--- config.mk ---
export PLATFORM = sky130hd
export DESIGN_NAME = banner_sequencer
export DESIGN_NICKNAME = d
export VERILOG_FILES = /design/src/rtl/banner_pkg.sv /design/src/rtl/msg_buffer.sv /design/src/rtl/banner_sequencer.sv
export SDC_FILE = /design/constraint.sdc
export NUM_CORES = 1
export LEC_CHECK = 0
export CAP_MARGIN = 20
export CORE_MARGIN = 1
export CORE_UTILIZATION = 40
export DETAILED_ROUTE_END_ITERATION = 8
export DONT_BUFFER_PORTS = 1
export PLACE_DENSITY_LB_ADDON = 0.25
export SYNTH_ARGS = -nofsm -noshare
export SYNTH_HDL_FRONTEND = slang
export SYNTH_SLANG_ARGS = --single-unit
--- constraint.sdc ---
create_clock -name clk -period 5.1 [get_ports clk]
set_input_delay 1.02 -clock clk [delete_from_list [all_inputs] [get_ports clk]]
set_output_delay 1.02 -clock clk [all_outputs]
set_load 0.01 [all_outputs]
--- src/rtl/banner_pkg.sv ---
// Shared types and constants for the scrolling 7-segment banner controller.
package banner_pkg;

    localparam int POS_W  = 5;
    localparam int ADDR_W = 4;
    localparam int DATA_W = 5;

    localparam logic [DATA_W-1:0] BLANK = 5'h10;

    typedef enum logic [1:0] {
        IDLE,
        RUN,
        HOLD
    } state_t;

endpackage

--- src/rtl/msg_buffer.sv ---
// Message register file: one write port, combinational read port, entries reset to BLANK.
module msg_buffer
    import banner_pkg::*;
#(
    parameter int DEPTH = 16
) (
    input  logic              clk,
    input  logic              rst_n,
    input  logic              we_i,
    input  logic [ADDR_W-1:0] waddr_i,
    input  logic [DATA_W-1:0] wdata_i,
    input  logic [ADDR_W-1:0] raddr_i,
    output logic [DATA_W-1:0] rdata_o
);

    localparam int AW = $clog2(DEPTH);

    logic [DATA_W-1:0] mem_q [DEPTH];

    always_ff @(posedge clk or negedge rst_n) begin
        if (!rst_n) begin
            for (int i = 0; i < DEPTH; i++) begin
                mem_q[i] <= BLANK;
            end
        end else if (we_i) begin
            mem_q[waddr_i[AW-1:0]] <= wdata_i;
        end
    end

    assign rdata_o = mem_q[raddr_i[AW-1:0]];

endmodule

--- src/rtl/banner_sequencer.sv ---
// Scrolls a programmable message across the digit window and scans one digit per display tick.
module banner_sequencer
    import banner_pkg::*;
#(
    parameter int MSG_DEPTH = 16,
    parameter int DIGITS    = 4
) (
    input  logic                      clk,
    input  logic                      rst,
    input  logic                      tick_display,
    input  logic                      tick_banner,
    input  logic                      wr_valid,
    output logic                      wr_ready,
    input  logic [ADDR_W-1:0]         wr_addr,
    input  logic [DATA_W-1:0]         wr_data,
    input  logic [POS_W-1:0]          cfg_len,
    input  logic                      start,
    input  logic                      stop,
    input  logic                      hold,
    output logic                      busy,
    output logic                      wrap,
    output logic [$clog2(DIGITS)-1:0] digit_sel,
    output logic [3:0]                value,
    output logic                      off_display
);

    localparam int SEL_W = $clog2(DIGITS);

    state_t            state_q;
    logic [POS_W-1:0]  pos_q;
    logic [POS_W-1:0]  len_q;
    logic [SEL_W-1:0]  sel_q;
    logic [3:0]        value_q;
    logic              off_q;
    logic              wrap_q;

    logic              running;
    logic              start_ok;
    logic              advance;
    logic              last_pos;
    logic [POS_W-1:0]  n_pos;
    logic [SEL_W-1:0]  sel_d;
    logic [POS_W:0]    sum_v;
    logic [POS_W:0]    vidx;
    logic              leading_blank;
    logic [ADDR_W-1:0] rd_addr;
    logic [DATA_W-1:0] rd_data;

    assign running  = (state_q != IDLE);
    assign start_ok = start && !stop && (cfg_len != '0) && (cfg_len <= POS_W'(MSG_DEPTH));
    assign advance  = running && tick_banner && !hold && !stop;
    assign n_pos    = len_q + POS_W'(DIGITS);
    assign last_pos = (pos_q == n_pos - POS_W'(1));

    // The display register shows the digit it is about to select, so index with sel_d.
    assign sel_d         = sel_q + SEL_W'(1);
    assign sum_v         = {1'b0, pos_q} + {{(POS_W + 1 - SEL_W){1'b0}}, sel_d};
    assign vidx          = (sum_v >= {1'b0, n_pos}) ? sum_v - {1'b0, n_pos} : sum_v;
    assign leading_blank = (vidx < (POS_W + 1)'(DIGITS));
    assign rd_addr       = ADDR_W'(vidx - (POS_W + 1)'(DIGITS));

    msg_buffer #(
        .DEPTH (MSG_DEPTH)
    ) u_buf (
        .clk     (clk),
        .rst_n   (rst),
        .we_i    (wr_valid && !running),
        .waddr_i (wr_addr),
        .wdata_i (wr_data),
        .raddr_i (rd_addr),
        .rdata_o (rd_data)
    );

    always_ff @(posedge clk or negedge rst) begin
        if (!rst) begin
            state_q <= IDLE;
            pos_q   <= '0;
            len_q   <= '0;
            wrap_q  <= 1'b0;
        end else begin
            wrap_q <= advance && last_pos;
            if (advance) begin
                pos_q <= last_pos ? '0 : pos_q + POS_W'(1);
            end
            case (state_q)
                IDLE: begin
                    if (start_ok) begin
                        state_q <= RUN;
                        len_q   <= cfg_len;
                        pos_q   <= '0;
                    end
                end
                RUN: begin
                    if (stop) begin
                        state_q <= IDLE;
                        pos_q   <= '0;
                    end else if (hold) begin
                        state_q <= HOLD;
                    end
                end
                HOLD: begin
                    if (stop) begin
                        state_q <= IDLE;
                        pos_q   <= '0;
                    end else if (!hold) begin
                        state_q <= RUN;
                    end
                end
                default: state_q <= IDLE;
            endcase
        end
    end

    always_ff @(posedge clk or negedge rst) begin
        if (!rst) begin
            sel_q   <= '0;
            value_q <= '0;
            off_q   <= 1'b1;
        end else if (tick_display) begin
            sel_q <= sel_d;
            if (!running || leading_blank) begin
                value_q <= '0;
                off_q   <= 1'b1;
            end else begin
                value_q <= rd_data[3:0];
                off_q   <= rd_data[4];
            end
        end
    end

    assign wr_ready    = !running;
    assign busy        = running;
    assign wrap        = wrap_q;
    assign digit_sel   = sel_q;
    assign value       = value_q;
    assign off_display = off_q;

endmodule

==> metrics <==
status=finished clean; mux contribution to synthesized area=23.5%; cts bufs inserted=9; largest area contributor in the netlist=dfrtp_1; Rows=42; post-synthesis sequential area ratio=46.2%; chip width=119 um; post-synthesis instance area=0.00547 mm^2; Final Critical Period=4.53 ns; I/O pins=32; final setup margin=0.565 ns; Finished Cell Area=0.00592 mm^2; Sequential Power Share=29.4%; die height=119 um; ranking of synthesized cells by area=dfrtp_1, mux2_2, dfstp_2, mux2i_1, ha_1; DR vias=3644; Most used DFF post-synth=dfrtp_1; period utilization=88.9%; syn avg cell area=11.5 um^2; Post-synth EDFFs=0; Compound-Gate Fraction of Synth Area=8.10%; Post-Synth Simple-Gate Area=11.4%; combinational share of power=55.4%; dpl ws=0.594 ns; main combinational cell family by area after synthesis=multiplexers; Sw Share=42.8%; Leakage=2.61 nW; Fillers=1244; area share of fa/ha/maj cells after synthesis=4.16%; area growth from synthesis to layout=8.24%; Final Hold Violating Endpoints=0; cell internal pwr=2.74 mW; Clock Path Buffers=2; Skew-Pair Late Insertion Delay=0.36 ns; drt drc=0; Pwr Total=4.78 mW; P_sw=2.05 mW; syn_nets=516; area taken by multi-input logic gates=0.00277 mm^2; clock-pin slew on the worst setup and hold paths=0.07 ns; CP required=5.38 ns; CTS tree=yes; Initial Utilization=41.1%; Setup CP Type=register to register; largest net degree at the start of global routing=101; startpoint types=register; Setup TNS Final=0 ns; n_diodes=0; final antenna-violating net count=0; post-synthesis register bit count=100; via/cell ratio=5.60; most common cell in the netlist=mux2_2; Post-Synthesis Cells=477; worst slew pin tran=0.941 ns; Hold/Removal Path Class=primary input to asynchronous set/reset pin; Seq. cell area=0.00252 mm^2; router iterations before antenna repair=4; library cells used by synthesis=59; DRT iter0 DRCs=223; final max-slew violation count=0; Core Box Area=0.0133 mm^2; dpl hpwl=9.23 mm; Max Fclk=221 MHz; clock tree sinks=100; Final setup viols=0; Worst EP arrival=4.82 ns; Total Wirelength=12.9 mm; I/O Buffers=0; crit end category=register; Nets=509; placer congestion estimate=0.868; Worst Path Max Fanout=10; Setup Skew=0.00414 ns; Clock power frac=15.2%; GRT Resource Usage Total=19.6%; global route total overflow=0; XOR/XNOR Fraction of Synth Area=3.36%; Pwr Density=808 mW/mm^2; Post-synth ARST share=100%; Commonest cells post-synth=mux2_2, dfrtp_1, nand2_1; DIE AREA=0.0141 mm^2; Post-DP Area=0.00560 mm^2; R2R Setup Slk=0.57 ns; synth warn=0; RSZ-0062 raised after global routing=no; max-cap viol count=0; share of cells above drive strength 1=28.4%; DR WL/cell=19.9 um; H-tree Lvls=3; # hold bufs at CTS=0; initial antenna violation count=0; Slew HR=36.4%; worst vdd rail ir drop=0.424 mV; first-pass GRT wire length=20.8 mm; clock root buffer=clkbuf_16; Post-CTS Setup Bufs=0; cells resized by post-CTS repair=0; Synth top area share=38.0%; hold slack=0.348 ns; vias in the first global route=3764
## final timing paths
check                                         endpoint                         from  depth (start not counted)
min in group clk           u_buf.mem_q[66]$_DFFE_PN0P_  u_buf.mem_q[66]$_DFFE_PN0P_                          1
hold / removal                          wrap$_DFF_PN0_                          rst                          0
hold reg to reg            u_buf.mem_q[66]$_DFFE_PN0P_  u_buf.mem_q[66]$_DFFE_PN0P_                          1
max in group asynchronous  u_buf.mem_q[69]$_DFFE_PN1P_                          rst                          0
setup / recovery               off_display$_DFFE_PN1P_     digit_sel[0]$_DFFE_PN0P_                         18
setup reg to reg               off_display$_DFFE_PN1P_     digit_sel[0]$_DFFE_PN0P_                         18
## layout make-up
type,count,share of cell area [%]
clock buffers,10,4.04
clock inverters,6,1.27
inverters,16,1.01
multi-input cells,338,46.7
flip-flops and latches,100,42.6
well taps,176,3.72
repair buffers,5,0.592
## cell usage in the layout (no fill, tap or decap), types with 5 or more instances in the layout
cell / Yosys / final
nor2_1: 25 / 25
a21oi_1: 11 / 11
clkbuf_16: 0 / 9
xnor2_1: 12 / 12
a211oi_1: 8 / 8
o22ai_1: 6 / 5
ha_1: 15 / 15
nand2b_1: 5 / 5
mux2i_1: 27 / 27
nand2_1: 41 / 41
dfstp_2: 17 / 17
mux2_2: 85 / 85
nand3_1: 8 / 8
o21ai_0: 7 / 7
dfrtp_1: 83 / 83
nand4_1: 11 / 11
nor3_1: 7 / 7
mux2_1: 5 / 5
nor2b_1: 7 / 7
inv_1: 15 / 15
xor2_1: 9 / 9
## critical path, stage by stage (launching register included)
cell and delay, ns:
dfrtp_1 0.48, xor2_1 0.22, inv_1 0.08, fa_1 0.43
xnor2_1 0.26, ha_1 0.35, and2b_2 0.25, o22ai_2 0.24
a21bo_4 0.20, a21oi_2 0.08, or2_1 0.34, inv_2 0.20
ha_1 0.20, nand2_1 0.05, a211o_1 0.27, o2111a_1 0.21
nor2b_1 0.18, a41o_1 0.25, a31oi_1 0.15
## metrics by stage
| stage | std cells | utilization (%) |
|---|---|---|
| 6_report | 651 | 44.5 |
| 5_1_grt | 651 | 44.5 |
| 4_1_cts | 651 | 44.5 |
| 3_5_place_dp | 635 | 42.2 |
| 3_3_place_gp | 634 | 42.1 |
| 2_1_floorplan | 477 | - |
## power groups by stage
stage	Combinational, mW	Sequential, mW	Clock [mW]
3_5_place_dp	2.64	1.43	0
4_1_cts	2.65	1.41	0.748
3_3_place_gp	2.62	1.41	0
2_1_floorplan	2.05	1.36	0
6_report	2.65	1.41	0.727
5_1_grt	2.87	1.46	0.776
## kinds of logic after synthesis
kind of cell    count (synthesis)
compound gates                 60
xor+xnor                       21
fa+ha+maj                      17
buf+inv                        39
flops                         100
mux                           117
simple gates                  123
## metal layers
layer	up-vias	GRT usage, %	part of all wire, %
li1	1706	-	-
met1	1843	23.8	43
met2	78	33.3	50
met3	17	5.22	4.8
met4	0	7.20	2.0
met5	-	0	0
## state kept, by name, indices dropped and copies added (netlist names)
name and cells:
value 4, off_display 1, wrap 1, digit_sel 2, u_buf.mem_q 80, pos_q 5
state_q 2, len_q 5
Power figures use the tool's default switching activity.
